$ cat config.mk
export PLATFORM = sky130hd
export DESIGN_NAME = wave_generator_flat
export DESIGN_NICKNAME = d
export VERILOG_FILES = /design/src/rtl/wave_generator_if.sv /design/src/rtl/wave_generator.sv /design/src/flat_wrapper.sv
export SDC_FILE = /design/constraint.sdc
export NUM_CORES = 1
export LEC_CHECK = 0
export CAP_MARGIN = 25
export CORE_MARGIN = 4
export CORE_UTILIZATION = 55
export DETAILED_ROUTE_END_ITERATION = 16
export PLACE_DENSITY = 0.79
export SLEW_MARGIN = 15
export SYNTH_ARGS = -nofsm -noshare
export SYNTH_HDL_FRONTEND = slang
export SYNTH_SLANG_ARGS = --single-unit
$ cat constraint.sdc
create_clock -name clk -period 5.8 [get_ports clk]
set_clock_uncertainty 0.2 [all_clocks]
set_input_delay 1.16 -clock clk [delete_from_list [all_inputs] [get_ports clk]]
set_output_delay 1.16 -clock clk [all_outputs]
set_load 0.02 [all_outputs]
$ cat src/rtl/wave_generator_if.sv
// Bus bundle for wave_generator: control inputs from the consumer side, waveform outputs back.
// The master modport drives ena/mode/step/limit; the slave (generator) returns out/dir/period.
interface wave_generator_if #(
  parameter int unsigned N = 8
);
  logic         ena;
  logic [1:0]   mode;
  logic [N-1:0] step;
  logic [N-1:0] limit;
  logic [N-1:0] out;
  logic         dir;
  logic         period;

  modport master (
    output ena, mode, step, limit,
    input  out, dir, period
  );

  modport slave (
    input  ena, mode, step, limit,
    output out, dir, period
  );
endinterface

$ cat src/rtl/wave_generator.sv
// Multi-mode waveform generator (triangle, saw up, saw down, square) with runtime step/limit.
// Optional registered period-start strobe enabled by `WAVEGEN_PERIOD_PULSE_EN; otherwise period ties to 0.
module wave_generator #(
  parameter int unsigned N = 8
) (
  input  logic             clk,
  input  logic             rst,
  wave_generator_if.slave  bus
);

  localparam int unsigned W = N + 1;

  typedef enum logic {
    DOWN = 1'b0,
    UP   = 1'b1
  } dir_e;

  typedef enum logic [1:0] {
    M_TRI    = 2'b00,
    M_SAW_UP = 2'b01,
    M_SAW_DN = 2'b10,
    M_SQUARE = 2'b11
  } mode_e;

  logic [N-1:0] r_acc;
  dir_e         r_dir;
  mode_e        r_mode;

  // Widened operands so sums and comparisons never wrap.
  logic [W-1:0] w_acc_x;
  logic [W-1:0] w_step_x;
  logic [W-1:0] w_lim_x;
  logic [W-1:0] w_sum;
  logic [N-1:0] w_diff;
  logic [N-1:0] w_diff_clip;
  logic [N-1:0] w_sum_clip;
  logic         w_mode_chg;
  logic         w_over;
  logic         w_sum_ge;
  logic         w_dn_floor;
  logic         w_at_zero;

  assign w_acc_x     = W'(r_acc);
  assign w_step_x    = W'(bus.step);
  assign w_lim_x     = W'(bus.limit);
  assign w_sum       = w_acc_x + w_step_x;
  assign w_diff      = r_acc - bus.step;
  assign w_mode_chg  = (bus.mode != r_mode);
  assign w_over      = (w_acc_x > w_lim_x);
  assign w_sum_ge    = (w_sum >= w_lim_x);
  assign w_dn_floor  = (w_acc_x <= w_step_x);
  assign w_at_zero   = (r_acc == '0);
  assign w_sum_clip  = w_sum_ge ? bus.limit : w_sum[N-1:0];
  assign w_diff_clip = (W'(w_diff) > w_lim_x) ? bus.limit : w_diff;

  // Direction/accumulator state machine; advances only on enabled cycles.
  always_ff @(posedge clk) begin
    if (rst) begin
      r_acc  <= '0;
      r_dir  <= UP;
      r_mode <= M_TRI;
    end else if (bus.ena) begin
      if (w_mode_chg) begin
        r_mode <= mode_e'(bus.mode);
        r_acc  <= '0;
        r_dir  <= (mode_e'(bus.mode) == M_SAW_DN) ? DOWN : UP;
      end else begin
        unique case (r_mode)
          M_TRI, M_SQUARE: begin
            if (w_over || (r_dir == UP && w_sum_ge)) begin
              r_acc <= bus.limit;
              r_dir <= DOWN;
            end else if (r_dir == UP) begin
              r_acc <= w_sum[N-1:0];
            end else if (w_dn_floor) begin
              r_acc <= '0;
              r_dir <= UP;
            end else begin
              r_acc <= w_diff;
            end
          end
          M_SAW_UP: begin
            if (w_acc_x >= w_lim_x) r_acc <= '0;
            else                    r_acc <= w_sum_clip;
          end
          M_SAW_DN: begin
            if (w_at_zero)       r_acc <= bus.limit;
            else if (w_dn_floor) r_acc <= '0;
            else                 r_acc <= w_diff_clip;
          end
        endcase
      end
    end
  end

  // Square shows the full peak while ramping up and zero while ramping down.
  assign bus.out = (r_mode == M_SQUARE) ? ((r_dir == UP) ? bus.limit : '0) : r_acc;
  assign bus.dir = r_dir;

`ifdef WAVEGEN_PERIOD_PULSE_EN
  logic r_period;
  logic w_wrap;

  // Start of a new period: DOWN->UP turn, saw-up wrap, or saw-down reload.
  always_comb begin
    w_wrap = 1'b0;
    unique case (r_mode)
      M_TRI, M_SQUARE: w_wrap = (r_dir == DOWN) && !w_over && w_dn_floor;
      M_SAW_UP:        w_wrap = (w_acc_x >= w_lim_x);
      M_SAW_DN:        w_wrap = w_at_zero;
    endcase
  end

  always_ff @(posedge clk) begin
    if (rst) r_period <= 1'b0;
    else     r_period <= bus.ena && !w_mode_chg && w_wrap;
  end

  assign bus.period = r_period;
`else
  assign bus.period = 1'b0;
`endif

endmodule

$ cat src/flat_wrapper.sv
// flat-port wrapper written by rule: the top's interface ports become plain ports
module wave_generator_flat 
#(
  parameter int unsigned N = 8
)
  (clk, rst, bus_ena, bus_mode, bus_step, bus_limit, bus_out, bus_dir, bus_period);
  wave_generator_if #(.N(N)) bus_i ();
  input  logic clk;
  input  logic rst;
  input wire logic [$bits(bus_i.ena)-1:0] bus_ena;
  input wire logic [$bits(bus_i.mode)-1:0] bus_mode;
  input wire logic [$bits(bus_i.step)-1:0] bus_step;
  input wire logic [$bits(bus_i.limit)-1:0] bus_limit;
  output wire logic [$bits(bus_i.out)-1:0] bus_out;
  output wire logic [$bits(bus_i.dir)-1:0] bus_dir;
  output wire logic [$bits(bus_i.period)-1:0] bus_period;
  assign bus_i.ena = bus_ena;
  assign bus_i.mode = bus_mode;
  assign bus_i.step = bus_step;
  assign bus_i.limit = bus_limit;
  assign bus_out = bus_i.out;
  assign bus_dir = bus_i.dir;
  assign bus_period = bus_i.period;
  wave_generator #(.N(N)) u_core (.clk(clk), .rst(rst), .bus(bus_i));
endmodule
==> flow_summary.ini, run 1 <==
[run_status]
status = complete, no violations

[timing]
setup_viol = 0
slew_headroom_pct = 41.9
drv_slew = 0
rsz0062_at_grt = no
timing.final.crit_share_pct = 91.3
tns_ns = 0
fin_crit_ns = 5.30
finalHoldViolCount = 0
fmax_ghz = 0.189
tightestPinTransition_ns = 0.865

[drt]
drtIter0Drc = 286
wl_met2_mm = 3.41
drc_errors = 0
vias = 2721
wl_met3_um = 640
wl_per_cell_um = 18.8
routed_wl_mm = 7.71
top_layer_used = met4
drt_first_pass_iters = 5
wl_met1_mm = 3.46
ant_nets = 0
post_drt_via_cell_ratio = 6.64

[placement]
portBuffers = 29
globalplace.congestion = 0.975
place_area_um2 = 2830
hpwl_mm = 6.15
place_inst = 406

[final_layout]
n_fill_cell = 395
multiInputGateArea_um2 = 2080
fin_nets = 425
diodes = 0
drive_gt1_share_pct = 7.82
finalInstanceArea_um2 = 2870
regArea_um2 = 220
layoutNonFillerInstCount = 410
post-route-util_pct = 65.6
area_delta_synth_final_pct = 13.9

[synth]
ys_ff_latch = 11
ys_seq_area_share_pct = 8.73
ys_warn_count = 0
synth_edf_count = 0
ys_async_sr_fraction_pct = 0
syn_area_um2 = 2520
synth.avg_cell_area_um2 = 7.53
synthCells = 335
syn_nets = 401
synthDistinctLibCells = 61
synth_ff_type = dfxtp_1

[cts]
hold_buffers = 0
cts_made_buffers = 3
htreeDepth = 1
cts_resized = 0
cts.path.max_buffers = 2
cts-root-buf = clkbuf_8
clkSlewWorstSetupHoldPaths_ns = 0.06
postCtsSetupBuffers = 0
cts_sinks = 11
cts_tree = yes
clk_latency_ns = 0.25

[worst_setup_path]
r2r_cells = 15
cp-start-kind = primary input
cp.arrival_ns = 5.24
r2r-start = u_core.r_acc[4]$_SDFFE_PP0P_
startpoint = bus_step[4]
r2r_setup_slack_ns = 1.46
crit_fanout = 11
end_kind = flop
critPathKind = in -> reg
reg2reg_to = u_core.r_acc[3]$_SDFFE_PP0P_
cp.required_ns = 5.74

[grt]
overflow = 0
grt_pass1_vias = 2427
grt_max_degree = 16
antenna_found_initial = 0
grt_pass1_wl_mm = 12.1
grt_usage_pct = 27.4

[min_path]
min_path_type = reg -> reg
min_from = u_core.r_mode[1]$_SDFFE_PP0P_
hold_path_depth = 2
min_to = u_core.r_mode[1]$_SDFFE_PP0P_

[die]
rows = 24
ios = 31
die_width_um = 75.7
start_util_pct = 57.6
core_um2 = 4380
die_h_um = 75.7
dieArea_um2 = 5740

[pwr]
p_per_area_nw_per_um2 = 170
power.leakage_uw = 0.00129
report.power.total_uw = 490
vdd.ir_drop.worst_mv = 0.105

[flow_run]
drv_cap = 0
## metrics by stage
| stage | setup WS, ns | hold WS (ns) |
|---|---|---|
| finish | 0.505 | 0.381 |
| global route | 0.373 | 0.413 |
| CTS | 0.577 | 0.377 |
| detailed placement | 0.342 | 0.367 |
| global placement | 0.464 | 0.353 |
| floorplan | 1.07 | 0.293 |
## placed cells by master (no fill, tap or decap), types with 5 or more instances in the layout
master	netlist	final
buf_4	2	5
xnor2_1	9	9
dfxtp_1	11	11
a21oi_1	22	22
nor2b_1	5	5
ha_1	43	43
clkdlybuf4s50_1	0	29
nand3_1	7	7
nor3_1	15	15
nor2_1	15	15
nand2_1	31	31
mux2i_1	16	16
o221a_2	5	5
o21ai_0	24	24
a211oi_1	5	5
inv_1	36	36
nand4_1	6	6
## cell type report
type / count / area share, %
clock inverter: 1 / 0.174
tap: 52 / 2.26
sequential: 11 / 7.66
inverter: 36 / 4.70
timing repair buffer: 34 / 11.4
multi-input combinational: 273 / 72.4
clock buffer: 3 / 1.44
## critical path, cell delays in order
cell	delay, ns
clkdlybuf4s50_1	0.48
inv_1	0.05
ha_1	0.51
nor2_1	0.07
a21oi_1	0.21
nand3_1	0.16
and3_1	0.22
or2_2	0.30
ha_1	0.30
nand3_1	0.08
nor2_1	0.06
a2111oi_2	0.46
and3_1	0.28
buf_4	0.21
mux2i_1	0.09
o221a_2	0.28
o41ai_1	0.32
## Yosys cell counts (all sizes together), types with 2 or more instances
cell type,count,area share (%)
o21a,4,1.2
o221a,6,2.7
buf,7,2.3
nand2,31,4.6
and2,3,0.74
nand3,7,1.4
xor2,2,0.69
nand4,6,1.5
fa,2,1.6
mux2i,16,6.3
xnor2,9,3.1
o31ai,4,1.4
a211oi,5,1.5
mux2,2,1.0
clkbuf,8,1.2
nand2b,5,1.5
o21bai,3,0.89
nor2b,6,1.8
a2111oi,3,2.0
nand3b,2,0.59
or3,2,0.50
nor4,2,0.50
ha,43,21
o41ai,3,1.3
o21ai,25,5.1
a21oi,22,4.4
a31oi,5,1.5
a21o,2,0.59
nor2,15,2.2
o221ai,4,1.4
dfxtp,11,8.7
inv,36,5.4
or2,3,0.74
and3,2,0.50
a41o,2,0.79
nor3,15,3.0
## layer usage
metal | vias to the layer above | track usage, %
met4 | 0 | 8.93
met1 | 1280 | 38.8
li1 | 1272 | -
met2 | 146 | 41.7
met3 | 23 | 5.01
met5 | - | 0
## sequential cells by signal (all words and copies together) (netlist names)
signal / count
u_core.bus.dir: 1
u_core.r_acc: 8
u_core.r_mode: 2
## cells by family after synthesis
kind of cell | after synthesis | share of synthesized area, %
flip-flops | 11 | 8.73
AND/OR/NAND/NOR | 102 | 20.6
other | 1 | 0.149
AO/OA/AOI/OAI | 96 | 27.6
XOR/XNOR | 11 | 3.82
adder cells (fa/ha/maj) | 45 | 22.9
buffers and inverters | 51 | 8.87
multiplexers | 18 | 7.39
## power breakdown
part | total (µW) | leakage, µW | switching, µW | internal [µW]
clock | 82.1 | 0.0000255 | 34.6 | 47.5
sequential | 91.1 | 0.0000897 | 11.0 | 80.1
combinational | 316 | 0.00118 | 181 | 136
total | 490 | 0.00129 | 226 | 263
## how the worst max path moves through the flow
stage               depth (start not counted)  slack (ns)                      endpoint
floorplan                                  17        1.07  u_core.r_acc[6]$_SDFFE_PP0P_
global placement                           17        0.46  u_core.r_acc[3]$_SDFFE_PP0P_
detailed placement                         17        0.34  u_core.r_acc[3]$_SDFFE_PP0P_
CTS                                        17        0.58  u_core.r_acc[3]$_SDFFE_PP0P_
global route                               17        0.37  u_core.r_acc[4]$_SDFFE_PP0P_
finish                                     17        0.50  u_core.r_acc[3]$_SDFFE_PP0P_
(Power assumes the default switching activity.)
==> inputs of run 2 (changes only) <==
Settings changed: RECOVER_POWER set to 50, SKIP_CTS_REPAIR_TIMING set to 1.
==> flow_summary.ini, run 2 (synthesis gave the netlist of run 1 again) <==
[run_status]
status = complete, no violations

[drt]
routed_wl_mm = 7.69
post_drt_via_cell_ratio = 6.65
wl_per_cell_um = 18.8
drc_errors = 0
ant_nets = 0
vias = 2728
drtIter0Drc = 282
drt_first_pass_iters = 5

[final_layout]
drive_gt1_share_pct = 7.82
area_delta_synth_final_pct = 13.9
diodes = 0
fin_nets = 425
n_fill_cell = 395
layout_commonest_cell = ha_1
final_cell_mix = ha_1, inv_1, nand2_1
largest_reg_flops = 8
regMostFlops = u_core.r_acc
layoutNonFillerInstCount = 410

[grt]
antenna_found_initial = 0
grt_pass1_vias = 2427
overflow = 0
grt_usage_pct = 27.4
grt_max_degree = 16
grt_pass1_wl_mm = 12.1

[flow_run]
drv_cap = 0

[worst_setup_path]
cp-start-kind = primary input
crit_family = compound AO/OA/AOI/OAI gates
r2r_setup_slack_ns = 1.47
cp.arrival_ns = 5.24
critPathKind = in -> reg
crit_fanout = 11
r2r-start = u_core.r_acc[4]$_SDFFE_PP0P_
worstPathCellList = clkdlybuf4s50_1 > inv_1 > ha_1 > nor2_1 > a21oi_1 > nand3_1 > and3_1 > or2_2 > ha_1 > nand3_1 > nor2_1 > a2111oi_2 > and3_1 > buf_4 > mux2i_1 > o221a_2 > o41ai_1
crit_buf_inv = 3
end_kind = flop
cpPeakStageDelay_ns = 0.51
startpoint = bus_step[4]
cp.required_ns = 5.74
cp_slowest_cell = ha_1

[timing]
timing.final.crit_share_pct = 91.4
fmax_ghz = 0.189
tns_ns = 0
rsz0062_at_grt = no
tightestPinTransition_ns = 0.895
slew_headroom_pct = 39.8
setup_viol = 0
hold_ws_ns = 0.381
finalHoldViolCount = 0
fin_crit_ns = 5.30
drv_slew = 0

[cts]
cts_made_buffers = 3
cts_tree = yes
cts.path.max_buffers = 2
clkSlewWorstSetupHoldPaths_ns = 0.06
clk_latency_ns = 0.24
cts_sinks = 11
htreeDepth = 1
cts-root-buf = clkbuf_8

[die]
ios = 31
start_util_pct = 57.6
core_um2 = 4380
die_h_um = 75.7
dieArea_um2 = 5740
rows = 24
die_width_um = 75.7

[placement]
globalplace.congestion = 0.975
hpwl_mm = 6.15
place_inst = 406
portBuffers = 29

[pwr]
vdd.ir_drop.worst_mv = 0.106
power.leakage_uw = 0.00131
p_per_area_nw_per_um2 = 169

[min_path]
min_from = u_core.r_mode[1]$_SDFFE_PP0P_
min_path_type = reg -> reg
[run 2: changes by cell type in the layout (fill, tap and decap cells not counted), sizes merged]
cell,delta
clkdlybuf4s50,-9
dlygate4sd3,+9
[run 2: layer usage]
layer | track usage, % | up-vias | share of wire [%]
li1 | - | 1269 | -
met3 | 5.01 | 31 | 8.6
met4 | 8.93 | 0 | 2.5
met1 | 38.8 | 1285 | 44
met2 | 41.7 | 143 | 45
met5 | 0 | - | 0
[run 2: worst min-delay path, delay by kind of cell, from the launching register on]
family           cells  cell delay, ns
AND/OR/NAND/NOR      1            0.05
multiplexers         1            0.14
flip-flops           1            0.35
[run 2: final timing paths]
check / cells past startpoint / endpoint
hold reg to reg: 2 / u_core.r_mode[1]$_SDFFE_PP0P_
setup reg to reg: 15 / u_core.r_acc[3]$_SDFFE_PP0P_
hold / removal: 2 / u_core.r_mode[1]$_SDFFE_PP0P_
setup / recovery: 17 / u_core.r_acc[3]$_SDFFE_PP0P_
[run 2: report_power, final]
| group | internal (µW) | leakage [µW] | switching [µW] |
|---|---|---|---|
| Combinational | 134 | 0.00120 | 180 |
| Sequential | 80.1 | 0.0000897 | 10.8 |
| Clock | 47.5 | 0.0000255 | 33.4 |
| Total | 262 | 0.00131 | 224 |
[run 2: stage by stage]
step	cell area, µm²	power, µW	setup WS (ns)	util, %
global placement	2830	392	0.464	64.5
global route	2870	518	0.373	65.6
finish	2870	486	0.497	65.6
detailed placement	2830	397	0.342	64.5
floorplan	2520	309	1.07	-
CTS	2870	480	0.577	65.6
[run 2: area by class of cell]
| class | instances | area, µm² | area share, % |
|---|---|---|---|
| inverters | 36 | 135 | 4.70 |
| flip-flops and latches | 11 | 220 | 7.66 |
| multi-input cells | 273 | 2080 | 72.4 |
| well taps | 52 | 65.1 | 2.26 |
| clock buffers | 3 | 41.3 | 1.44 |
| repair buffers | 34 | 328 | 11.4 |
| clock inverters | 1 | 5.00 | 0.174 |
==> inputs of run 3 (changes only) <==
Settings changed: CORE_UTILIZATION 55 to 49, PLACE_DENSITY 0.79 to 0.72, SETUP_SLACK_MARGIN set to 0.5.
==> flow_summary.ini, run 3 (synthesis gave the netlist of run 1 again) <==
[run_status]
status = complete, no violations

[cts]
cts.path.max_buffers = 2
cts-root-buf = clkbuf_8
clk_latency_ns = 0.25
cts_sinks = 11
cts_tree = yes
htreeDepth = 1
cts_made_buffers = 3
clkSlewWorstSetupHoldPaths_ns = 0.05

[worst_setup_path]
crit_buf_inv = 4
critPathKind = in -> reg
cpPeakStageDelay_ns = 0.48
cp.arrival_ns = 5.10
crit_fanout = 10
r2r_setup_slack_ns = 1.60
cp-start-kind = primary input
crit_family = compound AO/OA/AOI/OAI gates
worstPathCellList = clkdlybuf4s50_1 > inv_1 > ha_1 > nand2b_4 > a2111oi_4 > nor3_1 > xnor2_1 > inv_1 > ha_1 > nand2_1 > nor2_1 > a2111oi_4 > and3_1 > buf_4 > mux2i_1 > o221a_2 > o41ai_1
cp_slowest_cell = clkdlybuf4s50_1
end_kind = flop
cp.required_ns = 5.73

[pwr]
vdd.ir_drop.worst_mv = 0.166
p_per_area_nw_per_um2 = 166
power.leakage_uw = 0.00132

[final_layout]
layout_commonest_cell = ha_1
largest_reg_flops = 8
fin_nets = 425
final_cell_mix = ha_1, inv_1, nand2_1
diodes = 0
area_delta_synth_final_pct = 16.7
finalInstanceArea_um2 = 2950
drive_gt1_share_pct = 9.78
regMostFlops = u_core.r_acc

[drt]
vias = 2682
wl_per_cell_um = 18.0
drc_errors = 0
routed_wl_mm = 7.66
drtIter0Drc = 213
post_drt_via_cell_ratio = 6.31
drt_first_pass_iters = 5
ant_nets = 0

[timing]
tns_ns = 0
finalHoldViolCount = 0
setup_viol = 0
rsz0062_at_grt = yes
timing.final.crit_share_pct = 89.2
tightestPinTransition_ns = 0.832
fmax_ghz = 0.193
fin_crit_ns = 5.17
drv_slew = 0
slew_headroom_pct = 44.5
timing.final.ws_setup_ns = 0.628

[grt]
grt_pass1_wl_mm = 12.2
grt_max_degree = 16
grt_pass1_vias = 2497
antenna_found_initial = 0
overflow = 0
grt_usage_pct = 24.3

[die]
die_h_um = 79.8
dieArea_um2 = 6360
core_um2 = 4850
die_width_um = 79.8
ios = 31
start_util_pct = 52.1
rows = 25

[min_path]
min_path_type = reg -> reg

[placement]
hpwl_mm = 5.89
portBuffers = 29
dp_slack_ns = 0.234
place_area_um2 = 2830
globalplace.congestion = 0.958

[flow_run]
drv_cap = 0
==> run 3: power breakdown <==
| group | total [µW] | switching [µW] | internal (µW) |
|---|---|---|---|
| combinational | 316 | 178 | 138 |
| sequential | 91.4 | 11.3 | 80.1 |
| clock | 81.5 | 32.9 | 48.6 |
| total | 489 | 222 | 267 |
==> run 3: worst paths after layout <==
kind                            depth (start not counted)                    startpoint                            to
worst max-delay path                                   17                   bus_step[2]  u_core.r_acc[3]$_SDFFE_PP0P_
worst min register to register                          2  u_core.r_acc[2]$_SDFFE_PP0P_  u_core.r_acc[2]$_SDFFE_PP0P_
worst min-delay path                                    2  u_core.r_acc[2]$_SDFFE_PP0P_  u_core.r_acc[2]$_SDFFE_PP0P_
worst max register to register                         17  u_core.r_acc[0]$_SDFFE_PP0P_  u_core.r_acc[7]$_SDFFE_PP0P_
==> run 3: layout make-up <==
| cell class | instances | area (µm²) |
|---|---|---|
| clock buffer | 4 | 45.0 |
| timing repair buffer | 34 | 328 |
| inverter | 36 | 135 |
| fill | 446 | 1900 |
| multi-input combinational | 273 | 2130 |
| sequential | 11 | 220 |
| tap | 67 | 83.8 |
==> run 3: per-layer routing <==
| metal | global-route usage (%) | up-vias | wire [µm] |
|---|---|---|---|
| met4 | 9.12 | 0 | 220 |
| met5 | 0 | - | 0 |
| met3 | 4.40 | 23 | 626 |
| li1 | - | 1266 | - |
| met2 | 37.7 | 133 | 3420 |
| met1 | 33.2 | 1260 | 3400 |
==> run 3: metrics by stage <==
| stage | hold WS [ns] | utilization [%] | std cells | power [µW] |
|---|---|---|---|---|
| global route | 0.390 | 60.7 | 425 | 522 |
| floorplan | 0.293 | - | 335 | 309 |
| CTS | 0.364 | 59.3 | 423 | 475 |
| detailed placement | 0.357 | 58.4 | 419 | 390 |
| finish | 0.365 | 60.7 | 425 | 489 |
| global placement | 0.360 | 58.4 | 419 | 387 |
==> run 3: worst min-delay path: cells and delay by family (launching register included) <==
kind,cells,cell delay [ns]
compound gates,1,0.06
flops,1,0.38
simple gates,1,0.08
